File: src/rtl/uvma_clk_gen_pkg.sv
`default_nettype none
// +--------------------------------------------------------------------+
// | uvma_clk_gen_pkg                                                   |
// | FSM state encoding and reset phase lengths for uvma_clk_gen.       |
// | Rev 1.0                                                            |
// +--------------------------------------------------------------------+
package uvma_clk_gen_pkg;

    typedef enum logic [1:0] {
        IDLE  = 2'd0,
        HIGH  = 2'd1,
        LOW   = 2'd2,
        DRAIN = 2'd3
    } uvma_clk_gen_state_t;

    localparam int unsigned c_reset_hi_cycles = 1;
    localparam int unsigned c_reset_lo_cycles = 1;

endpackage
`default_nettype wire

File: src/rtl/uvma_clk_gen_phase_cnt.sv
`default_nettype none
// +--------------------------------------------------------------------+
// | uvma_clk_gen_phase_cnt                                             |
// | Phase-length counter; done flags the last cycle of a phase.        |
// | Rev 1.0                                                            |
// +--------------------------------------------------------------------+
module uvma_clk_gen_phase_cnt #(
    parameter int CNT_W = 16
) (
    input  logic             clk,
    input  logic             reset_n,
    input  logic             load,
    input  logic             enable,
    input  logic [CNT_W-1:0] length,
    output logic             done
);

    logic [CNT_W-1:0] r_count;

    always_ff @(posedge clk or negedge reset_n) begin
        if (!reset_n) begin
            r_count <= '0;
        end else if (load) begin
            r_count <= '0;
        end else if (enable) begin
            r_count <= r_count + CNT_W'(1);
        end
    end

    // length is never zero here: the top clamps lengths before storing them
    assign done = (r_count == (length - CNT_W'(1)));

endmodule
`default_nettype wire

File: src/rtl/uvma_clk_gen.sv
`default_nettype none
// +--------------------------------------------------------------------+
// | uvma_clk_gen                                                       |
// | Programmable clock generator with high/low phase lengths and       |
// | period-boundary configuration updates. Define                      |
// | UVMA_CLK_GEN_PERIOD_CNT_EN to build the period_count counter.      |
// | Rev 1.0                                                            |
// +--------------------------------------------------------------------+
module uvma_clk_gen
    import uvma_clk_gen_pkg::*;
#(
    parameter int CNT_W = 16
) (
    input  logic             clk,
    input  logic             reset_n,
    input  logic             start,
    input  logic             stop,
    input  logic             cfg_valid,
    output logic             cfg_ready,
    input  logic [CNT_W-1:0] cfg_hi_cycles,
    input  logic [CNT_W-1:0] cfg_lo_cycles,
    output logic             clk_out,
    output logic             running,
    output logic             period_done,
    output logic [31:0]      period_count
);

    uvma_clk_gen_state_t r_state;
    logic                r_clk_out;
    logic                r_running;
    logic                r_period_done;
    logic                r_stop_req;
    logic                r_pending;
    logic [CNT_W-1:0]    r_hi;
    logic [CNT_W-1:0]    r_lo;
    logic [CNT_W-1:0]    r_shadow_hi;
    logic [CNT_W-1:0]    r_shadow_lo;

    logic                w_done;
    logic                w_cnt_load;
    logic                w_cnt_enable;
    logic [CNT_W-1:0]    w_cnt_len;
    logic                w_cfg_fire;
    logic                w_start_go;
    logic                w_low_to_high;

    function automatic logic [CNT_W-1:0] f_eff_len(input logic [CNT_W-1:0] v);
        return (v == '0) ? CNT_W'(1) : v;
    endfunction

    assign w_start_go    = (r_state == IDLE) && start && !stop;
    assign w_low_to_high = (r_state == LOW) && w_done && !stop;
    assign w_cfg_fire    = cfg_valid && !r_pending;
    assign w_cnt_len     = (r_state == HIGH) ? r_hi : r_lo;
    // LOW -> DRAIN keeps counting; every other phase end restarts the counter
    assign w_cnt_load    = w_start_go || ((r_state != IDLE) && w_done);
    assign w_cnt_enable  = (r_state != IDLE);

    uvma_clk_gen_phase_cnt #(
        .CNT_W (CNT_W)
    ) u_phase_cnt (
        .clk     (clk),
        .reset_n (reset_n),
        .load    (w_cnt_load),
        .enable  (w_cnt_enable),
        .length  (w_cnt_len),
        .done    (w_done)
    );

    always_ff @(posedge clk or negedge reset_n) begin
        if (!reset_n) begin
            r_state       <= IDLE;
            r_clk_out     <= 1'b0;
            r_running     <= 1'b0;
            r_period_done <= 1'b0;
            r_stop_req    <= 1'b0;
        end else begin
            r_period_done <= 1'b0;
            case (r_state)
                IDLE: begin
                    if (w_start_go) begin
                        r_state       <= HIGH;
                        r_clk_out     <= 1'b1;
                        r_running     <= 1'b1;
                        r_period_done <= 1'b1;
                    end
                end
                HIGH: begin
                    if (stop) begin
                        r_stop_req <= 1'b1;
                    end
                    if (w_done) begin
                        r_clk_out  <= 1'b0;
                        r_stop_req <= 1'b0;
                        r_state    <= (r_stop_req || stop) ? DRAIN : LOW;
                    end
                end
                LOW: begin
                    if (stop) begin
                        if (w_done) begin
                            r_state   <= IDLE;
                            r_running <= 1'b0;
                        end else begin
                            r_state <= DRAIN;
                        end
                    end else if (w_done) begin
                        r_state       <= HIGH;
                        r_clk_out     <= 1'b1;
                        r_period_done <= 1'b1;
                    end
                end
                DRAIN: begin
                    if (w_done) begin
                        r_state   <= IDLE;
                        r_running <= 1'b0;
                    end
                end
                default: begin
                    r_state   <= IDLE;
                    r_clk_out <= 1'b0;
                    r_running <= 1'b0;
                end
            endcase
        end
    end

    // Active lengths only move at IDLE or on the LOW -> HIGH boundary
    always_ff @(posedge clk or negedge reset_n) begin
        if (!reset_n) begin
            r_hi        <= CNT_W'(c_reset_hi_cycles);
            r_lo        <= CNT_W'(c_reset_lo_cycles);
            r_shadow_hi <= CNT_W'(c_reset_hi_cycles);
            r_shadow_lo <= CNT_W'(c_reset_lo_cycles);
            r_pending   <= 1'b0;
        end else if (r_state == IDLE) begin
            if (r_pending) begin
                r_hi      <= r_shadow_hi;
                r_lo      <= r_shadow_lo;
                r_pending <= 1'b0;
            end else if (w_cfg_fire) begin
                r_hi <= f_eff_len(cfg_hi_cycles);
                r_lo <= f_eff_len(cfg_lo_cycles);
            end
        end else begin
            if (w_low_to_high && r_pending) begin
                r_hi      <= r_shadow_hi;
                r_lo      <= r_shadow_lo;
                r_pending <= 1'b0;
            end
            if (w_cfg_fire) begin
                r_shadow_hi <= f_eff_len(cfg_hi_cycles);
                r_shadow_lo <= f_eff_len(cfg_lo_cycles);
                r_pending   <= 1'b1;
            end
        end
    end

`ifdef UVMA_CLK_GEN_PERIOD_CNT_EN
    logic [31:0] r_period_count;

    always_ff @(posedge clk or negedge reset_n) begin
        if (!reset_n) begin
            r_period_count <= 32'd0;
        end else if (w_start_go || w_low_to_high) begin
            r_period_count <= r_period_count + 32'd1;
        end
    end

    assign period_count = r_period_count;
`else
    assign period_count = 32'd0;
`endif

    assign cfg_ready   = !r_pending;
    assign clk_out     = r_clk_out;
    assign running     = r_running;
    assign period_done = r_period_done;

endmodule
`default_nettype wire

File: config.mk
export PLATFORM = sky130hd
export DESIGN_NAME = uvma_clk_gen
export DESIGN_NICKNAME = d
export VERILOG_FILES = /design/src/rtl/uvma_clk_gen_pkg.sv /design/src/rtl/uvma_clk_gen_phase_cnt.sv /design/src/rtl/uvma_clk_gen.sv
export SDC_FILE = /design/constraint.sdc
export NUM_CORES = 1
export LEC_CHECK = 0
export ABC_AREA = 1
export ABC_CLOCK_PERIOD_IN_PS = 8600
export CAP_MARGIN = 0
export CORE_MARGIN = 5
export CORE_UTILIZATION = 43
export DETAILED_ROUTE_END_ITERATION = 10
export PLACE_DENSITY = 0.68
export SYNTH_ARGS = -nofsm -noshare
export SYNTH_HDL_FRONTEND = slang
export SYNTH_HIERARCHICAL = 1
export SYNTH_SLANG_ARGS = --single-unit
File: constraint.sdc
create_clock -name clk -period 8.6 [get_ports clk]
set_input_delay 1.72 -clock clk [delete_from_list [all_inputs] [get_ports clk]]
set_output_delay 1.72 -clock clk [all_outputs]
set_load 0.005 [all_outputs]
# Word level (Yosys, flattened, before mapping)
# Index checks and enable logic that the tools add are counted.
[op_classes]
reduce_logical = 27
eq_ne = 12
n_bitwise = 1
add_sub_neg = 2
muxes = 38
[op_table]
columns = ["op", "count"]
rows = [
  ["2-to-1 mux 16 bit", 13],
  ["zero test 16 bit", 2],
  ["adder 16 x 1 -> 16 bit, second input constant", 1],
  ["equality test 16 bit", 1],
  ["subtractor 16 x 1 -> 16 bit, second input constant", 1],
  ["2-to-1 mux 1 bit", 15],
  ["2-to-1 mux 2 bit", 6],
  ["inequality test 2 bit, second input constant", 6],
  ["nonzero test 3 bit", 3],
  ["case mux 2 bit (4 select lines)", 1],
  ["nonzero test 2 bit", 4],
  ["logical AND 1 bit", 7],
  ["inequality test 3 bit, second input constant", 2],
  ["case mux 1 bit (3 select lines)", 2],
  ["AND reduction 2 bit", 3],
  ["AND reduction 5 bit", 1],
  ["equality test 2 bit, second input constant", 2],
  ["AND reduction 4 bit", 1],
  ["AND reduction 3 bit", 1],
  ["equality test 2 x 1 -> 1 bit, second input constant", 1],
  ["zero test 1 bit", 2],
  ["zero test 2 bit", 1],
  ["logical OR 1 bit", 2],
  ["case mux 1 bit (2 select lines)", 1],
  ["inverter 1 bit", 1],
]
[totals]
output_inout_bits = 36
input_bits = 37
elab_cells = 91
reg_bits = 87

# Depth between registers and ports, before layout
[logic_depth]
word_depth = 10
depth_mapped = 28
mapped_depth_nobuf = 27

# Hierarchy
# Netlist, hierarchy kept.
[by_module_without_submodules]
columns = ["mod", "area_each_um2", "n_inst", "cells_per_inst"]
rows = [
  ["uvma_clk_gen", 3759.9, 1, 480],
  ["uvma_clk_gen_phase_cnt", 1545.2, 1, 271],
]

# Least setup slack after synthesis
# Ideal clock, no wire load.
[synth_timing]
path_type = "reg2reg"
start = "register r_state[0]"
end = "register u_phase_cnt.r_count[10]"
setup_time_ns = 0.117
path_slack_ns = 4.786
stages_incl_launch_ff = 26
t_arrival_ns = 3.697
n_path_buf = 1
required_ns = 8.483
cell_sequence = "dfrtp_1 inv_1 nor2_2 inv_1 buf_2 nand2_1 nand2_1 inv_1 ha_1 nand2_1 nor2_2 nand2_1 nand2_1 nand2_1 nor2_1 nand3_1 nor2_1 inv_1 o21ai_0 nor2_2 nor2_1 nand2_1 nor4_1 nand2_1 nand2_1 nor2_1"
[synth_between]
elab_chain_len = 7
elab_cells_between_ends = 12
[synth_lines]
columns = ["element", "line_no", "text"]
rows = [
  ["start, declared", "uvma_clk_gen.sv:28", "uvma_clk_gen_state_t r_state;"],
  ["start signal, assigned", "uvma_clk_gen.sv:95", "r_state <= (r_stop_req || stop) ? DRAIN : LOW;"],
  ["equality test 2 x 1 -> 1 bit *", "uvma_clk_gen.sv:54", "assign w_cnt_len = (r_state == HIGH) ? r_hi : r_lo;"],
  ["2-to-1 mux 16 bit *", "uvma_clk_gen.sv:54", ""],
  ["named net w_cnt_len[0]", "uvma_clk_gen.sv:42", "logic [CNT_W-1:0] w_cnt_len;"],
  ["subtractor 16 x 1 -> 16 bit *", "uvma_clk_gen_phase_cnt.sv:31", "assign done = (r_count == (length - CNT_W'(1)));"],
  ["equality test 16 bit *", "uvma_clk_gen_phase_cnt.sv:31", ""],
  ["named net w_done", "uvma_clk_gen.sv:39", "logic w_done;"],
  ["logical AND 1 bit *", "uvma_clk_gen.sv:56", "assign w_cnt_load = w_start_go || ((r_state != IDLE) && w_done);"],
  ["logical OR 1 bit *", "uvma_clk_gen.sv:56", ""],
  ["named net w_cnt_load", "uvma_clk_gen.sv:40", "logic w_cnt_load;"],
  ["2-to-1 mux 16 bit or nonzero test 2 bit (tied branches)", "n/a", ""],
  ["end signal, assigned", "uvma_clk_gen_phase_cnt.sv:26", "r_count <= r_count + CNT_W'(1);"],
  ["end, declared", "uvma_clk_gen_phase_cnt.sv:18", "logic [CNT_W-1:0] r_count;"],
]
# Mark *: on every way through the listed nets, which the timed path passes. The rest lies on a longest branch.
# A chain may end at the register's enable or synchronous reset.

# Worst setup path in the final report
# Ends and elaborated chain as after synthesis.

==> flow_metrics.py <==
metrics = {
    "global_routing": {
        "grt_max_degree": 61,
        "grt_pass1_vias": 3999,
        "grt_use_total_pct": 17.0,
        "grt_first_pass_wirelength_um": 19700,
        "antenna_found_initial": 0,
        "grt.overflow.total": 0,
    },
    "die": {
        "pin_count": 73,
        "initial_utilization_pct": 44.0,
        "core_mm2": 0.0121,
        "die_x_um": 121,
        "fp.dieH_um": 121,
        "dieArea_mm2": 0.0147,
        "core.rowCount": 40,
    },
    "timing": {
        "skew_ps": 9.73,
        "setup-tns-final_ps": 0,
        "maxSlewHeadroom_pct": 37.8,
        "clock.fmax_ghz": 0.192,
        "slew_viol_final": 0,
        "period_share_pct": 60.7,
        "finalSetupViolations": 0,
        "worst_pin_slew_ps": 924,
        "hold_viol_final": 0,
        "rsz0062_at_grt": "no",
        "layout_setup_ws_ps": 3380,
        "period_needed_ps": 5220,
    },
    "cts": {
        "cts_root_buf": "clkbuf_16",
        "cts.sinks": 87,
        "path_clk_slew_ps": 60,
        "htree_levels": 3,
        "ctsHoldBuffers": 0,
        "cts_max_path_buffers": 2,
        "post_cts_resized": 0,
        "post-cts-setup-buffers": 0,
        "numCtsBuffers": 9,
        "insertion_delay_ps": 350,
        "cts_tree": "built",
    },
    "power_and_ir_drop": {
        "power_uw": 856,
        "clkPwrFrac_pct": 42.2,
        "peakVddDrop_uv": 76.0,
        "p_sw_uw": 206,
        "p_sw_share_pct": 24.0,
        "internal-power_uw": 651,
        "powerDensity_mw_per_mm2": 145,
        "leakage_uw": 0.00306,
        "p_comb_share_pct": 6.8,
        "pwr-share-seq_pct": 51.0,
    },
    "setup_path": {
        "cp_cell_sequence": "inv_1, nor2_2, inv_1, nand2_1, nand2_1, inv_1, ha_1, nand2_1, nor2_2, nand2_1, nand2_1, nand2_1, nor2_1, nand3_1, nor2_1, inv_1, o21ai_0, nor2_2, nor2_1, nand2_1, nor4_1, nand2_1, nand2_1, nor2_1",
        "cp_max_fo": 22,
        "crit_type": "reg2reg",
        "cpPeakStageDelay_ps": 770,
        "cp-start-kind": "register",
        "cp_common_cell": "nand2_1",
        "cp-end-kind": "register",
        "required_ps": 8840,
        "worst-path-buf-inv": 4,
        "slowest_stage": "o21ai_0",
        "cpLargestDelayFamily": "simple AND/OR/NAND/NOR gates",
        "arrival_ps": 5460,
    },
    "status": {
        "status": "completed",
    },
    "synthesis": {
        "synth_edf_count": 0,
        "ys_async_sr_fraction_pct": 100,
        "post_synth.cell_area_avg_um2": 7.06,
        "yosysSeqAreaShare_pct": 41.1,
        "yosys_warnings": 6,
        "ys_ff_latch": 87,
        "ys_types": 41,
        "syn_area_mm2": 0.00531,
        "syn_inst": 751,
        "synth_flop_cell": "dfrtp_1",
    },
    "drt": {
        "wl_met3_um": 557,
        "post_drt_wl_per_cell_um": 12.6,
        "num_vias": 4539,
        "top_layer_used": "met4",
        "viasPerCell": 4.77,
        "ant_nets": 0,
        "wl_um": 12000,
        "drtPass1Iterations": 7,
        "route.met2.wl_um": 5290,
        "drc": 0,
        "wl_met1_um": 5970,
        "drtIter0Drc": 313,
    },
    "layout": {
        "fillers": 1230,
        "finalNetCount": 818,
        "multi_input_area_mm2": 0.00249,
        "antennaDiodeCount": 0,
        "area_growth_pct": 11.0,
        "register_area_mm2": 0.00218,
        "drive_gt1_share_pct": 5.10,
    },
    "flow_run": {
        "cap_violations": 0,
    },
    "place": {
        "place_ws_ps": 3390,
        "io_buffers": 40,
        "dp_hpwl_um": 8970,
        "gp_congestion": 0.919,
    },
    "worst_hold_path": {
        "hold_path_class": "reg2reg",
    },
}
## power groups by stage
stage / registers, µW / clock network, µW / logic (µW)
2_1_floorplan: 442 / 0 / 36.4
3_3_place_gp: 443 / 0 / 57.8
3_5_place_dp: 444 / 0 / 59.1
4_1_cts: 437 / 373 / 59.3
5_1_grt: 438 / 390 / 68.1
6_report: 437 / 361 / 58.4
## path summary, 6_finish.rpt
check	start	endpoint	cells past startpoint	slack, ps
setup / recovery	r_state[0]	u_phase_cnt/r_count[10]	24	3380
hold / removal	r_lo[0]	r_lo[0]	2	470
setup reg to reg	r_state[0]	u_phase_cnt/r_count[10]	24	3380
hold reg to reg	r_lo[0]	r_lo[0]	2	470
max in group asynchronous	reset_n	r_hi[6]	2	6230
min in group asynchronous	reset_n	u_phase_cnt/r_count[2]	1	1280
## layout by cell type, fill, tap and decap left out, types with 14 or more instances in the layout
| cell type | synthesis | layout |
|---|---|---|
| clkdlybuf4s50_1 | 0 | 39 |
| o211ai_1 | 22 | 22 |
| conb_1 | 1 | 32 |
| nand2_1 | 266 | 266 |
| dfrtp_1 | 83 | 83 |
| o21ai_0 | 63 | 63 |
| nand3_1 | 17 | 17 |
| inv_1 | 87 | 87 |
| a21oi_1 | 14 | 14 |
| nor2_1 | 83 | 83 |
## area by class of cell
type | instances | share of cell area [%]
timing repair buffer | 41 | 6.88
tap | 168 | 3.57
clock buffer | 11 | 3.95
sequential | 87 | 37.1
inverter | 90 | 5.74
multi-input combinational | 550 | 42.2
clock inverter | 5 | 0.595
## logic make-up after synthesis
family	Yosys count	synth area share [%]
and+or+nand+nor	401	31.3
other	1	0.0707
DFF	87	41.1
xor gates and xnor gates	7	1.16
AOI/OAI and AO/OA	108	11.6
buffers and inverters	145	14.2
adders and majority gates	2	0.472
## cells in the mapped netlist, types with 2 or more instances
master      n  area share (%)
a21oi_1    14             1.3
a31oi_1     3            0.35
buf_2       9            0.85
buf_4      34             4.8
buf_6       9             1.9
clkbuf_2    2            0.19
dfrtp_1    83              39
dfstp_2     4             2.0
ha_1        2            0.47
inv_1      87             6.2
inv_2       3            0.21
nand2_1   266              19
nand2_2     2            0.24
nand3_1    17             1.6
nand3b_1    4            0.57
nand4_1     6            0.71
nor2_1     83             5.9
nor2_2      3            0.35
nor2_4      3            0.64
nor3_1      7            0.66
o211ai_1   22             3.1
o21ai_0    63             5.9
or2_2       2            0.24
xnor2_1     4            0.66
xor2_1      3            0.50
## registers in the layout, indices dropped and copies added, names as in the netlist
| name | cells |
|---|---|
| r_stop_req | 1 |
| period_done | 1 |
| r_state | 2 |
| running | 1 |
| r_shadow_hi | 16 |
| u_phase_cnt/r_count | 16 |
| r_shadow_lo | 16 |
| r_lo | 16 |
| clk_out | 1 |
| r_hi | 16 |
| r_pending | 1 |
## per-layer routing
| layer | global-route usage, % | up-vias |
|---|---|---|
| li1 | - | 2348 |
| met1 | 24.0 | 2062 |
| met2 | 24.8 | 112 |
| met3 | 3.82 | 17 |
| met4 | 7.29 | 0 |
| met5 | 0 | - |
## per-stage QoR
step / std cells / hold WS [ps] / utilization, % / area, µm²
after floorplan: 782 / 447 / - / 5420
after global placement: 936 / 458 / 46.6 / 5620
after detailed placement: 936 / 459 / 46.6 / 5620
after CTS: 952 / 470 / 48.8 / 5890
after global routing: 952 / 502 / 48.8 / 5890
final: 952 / 469 / 48.8 / 5890
## tightest hold or removal path: stages, from the launching register on
cell and delay (ps):
dfstp_2 370, nand2_1 50, nand2_1 50
Power figures use the tool's default switching activity.
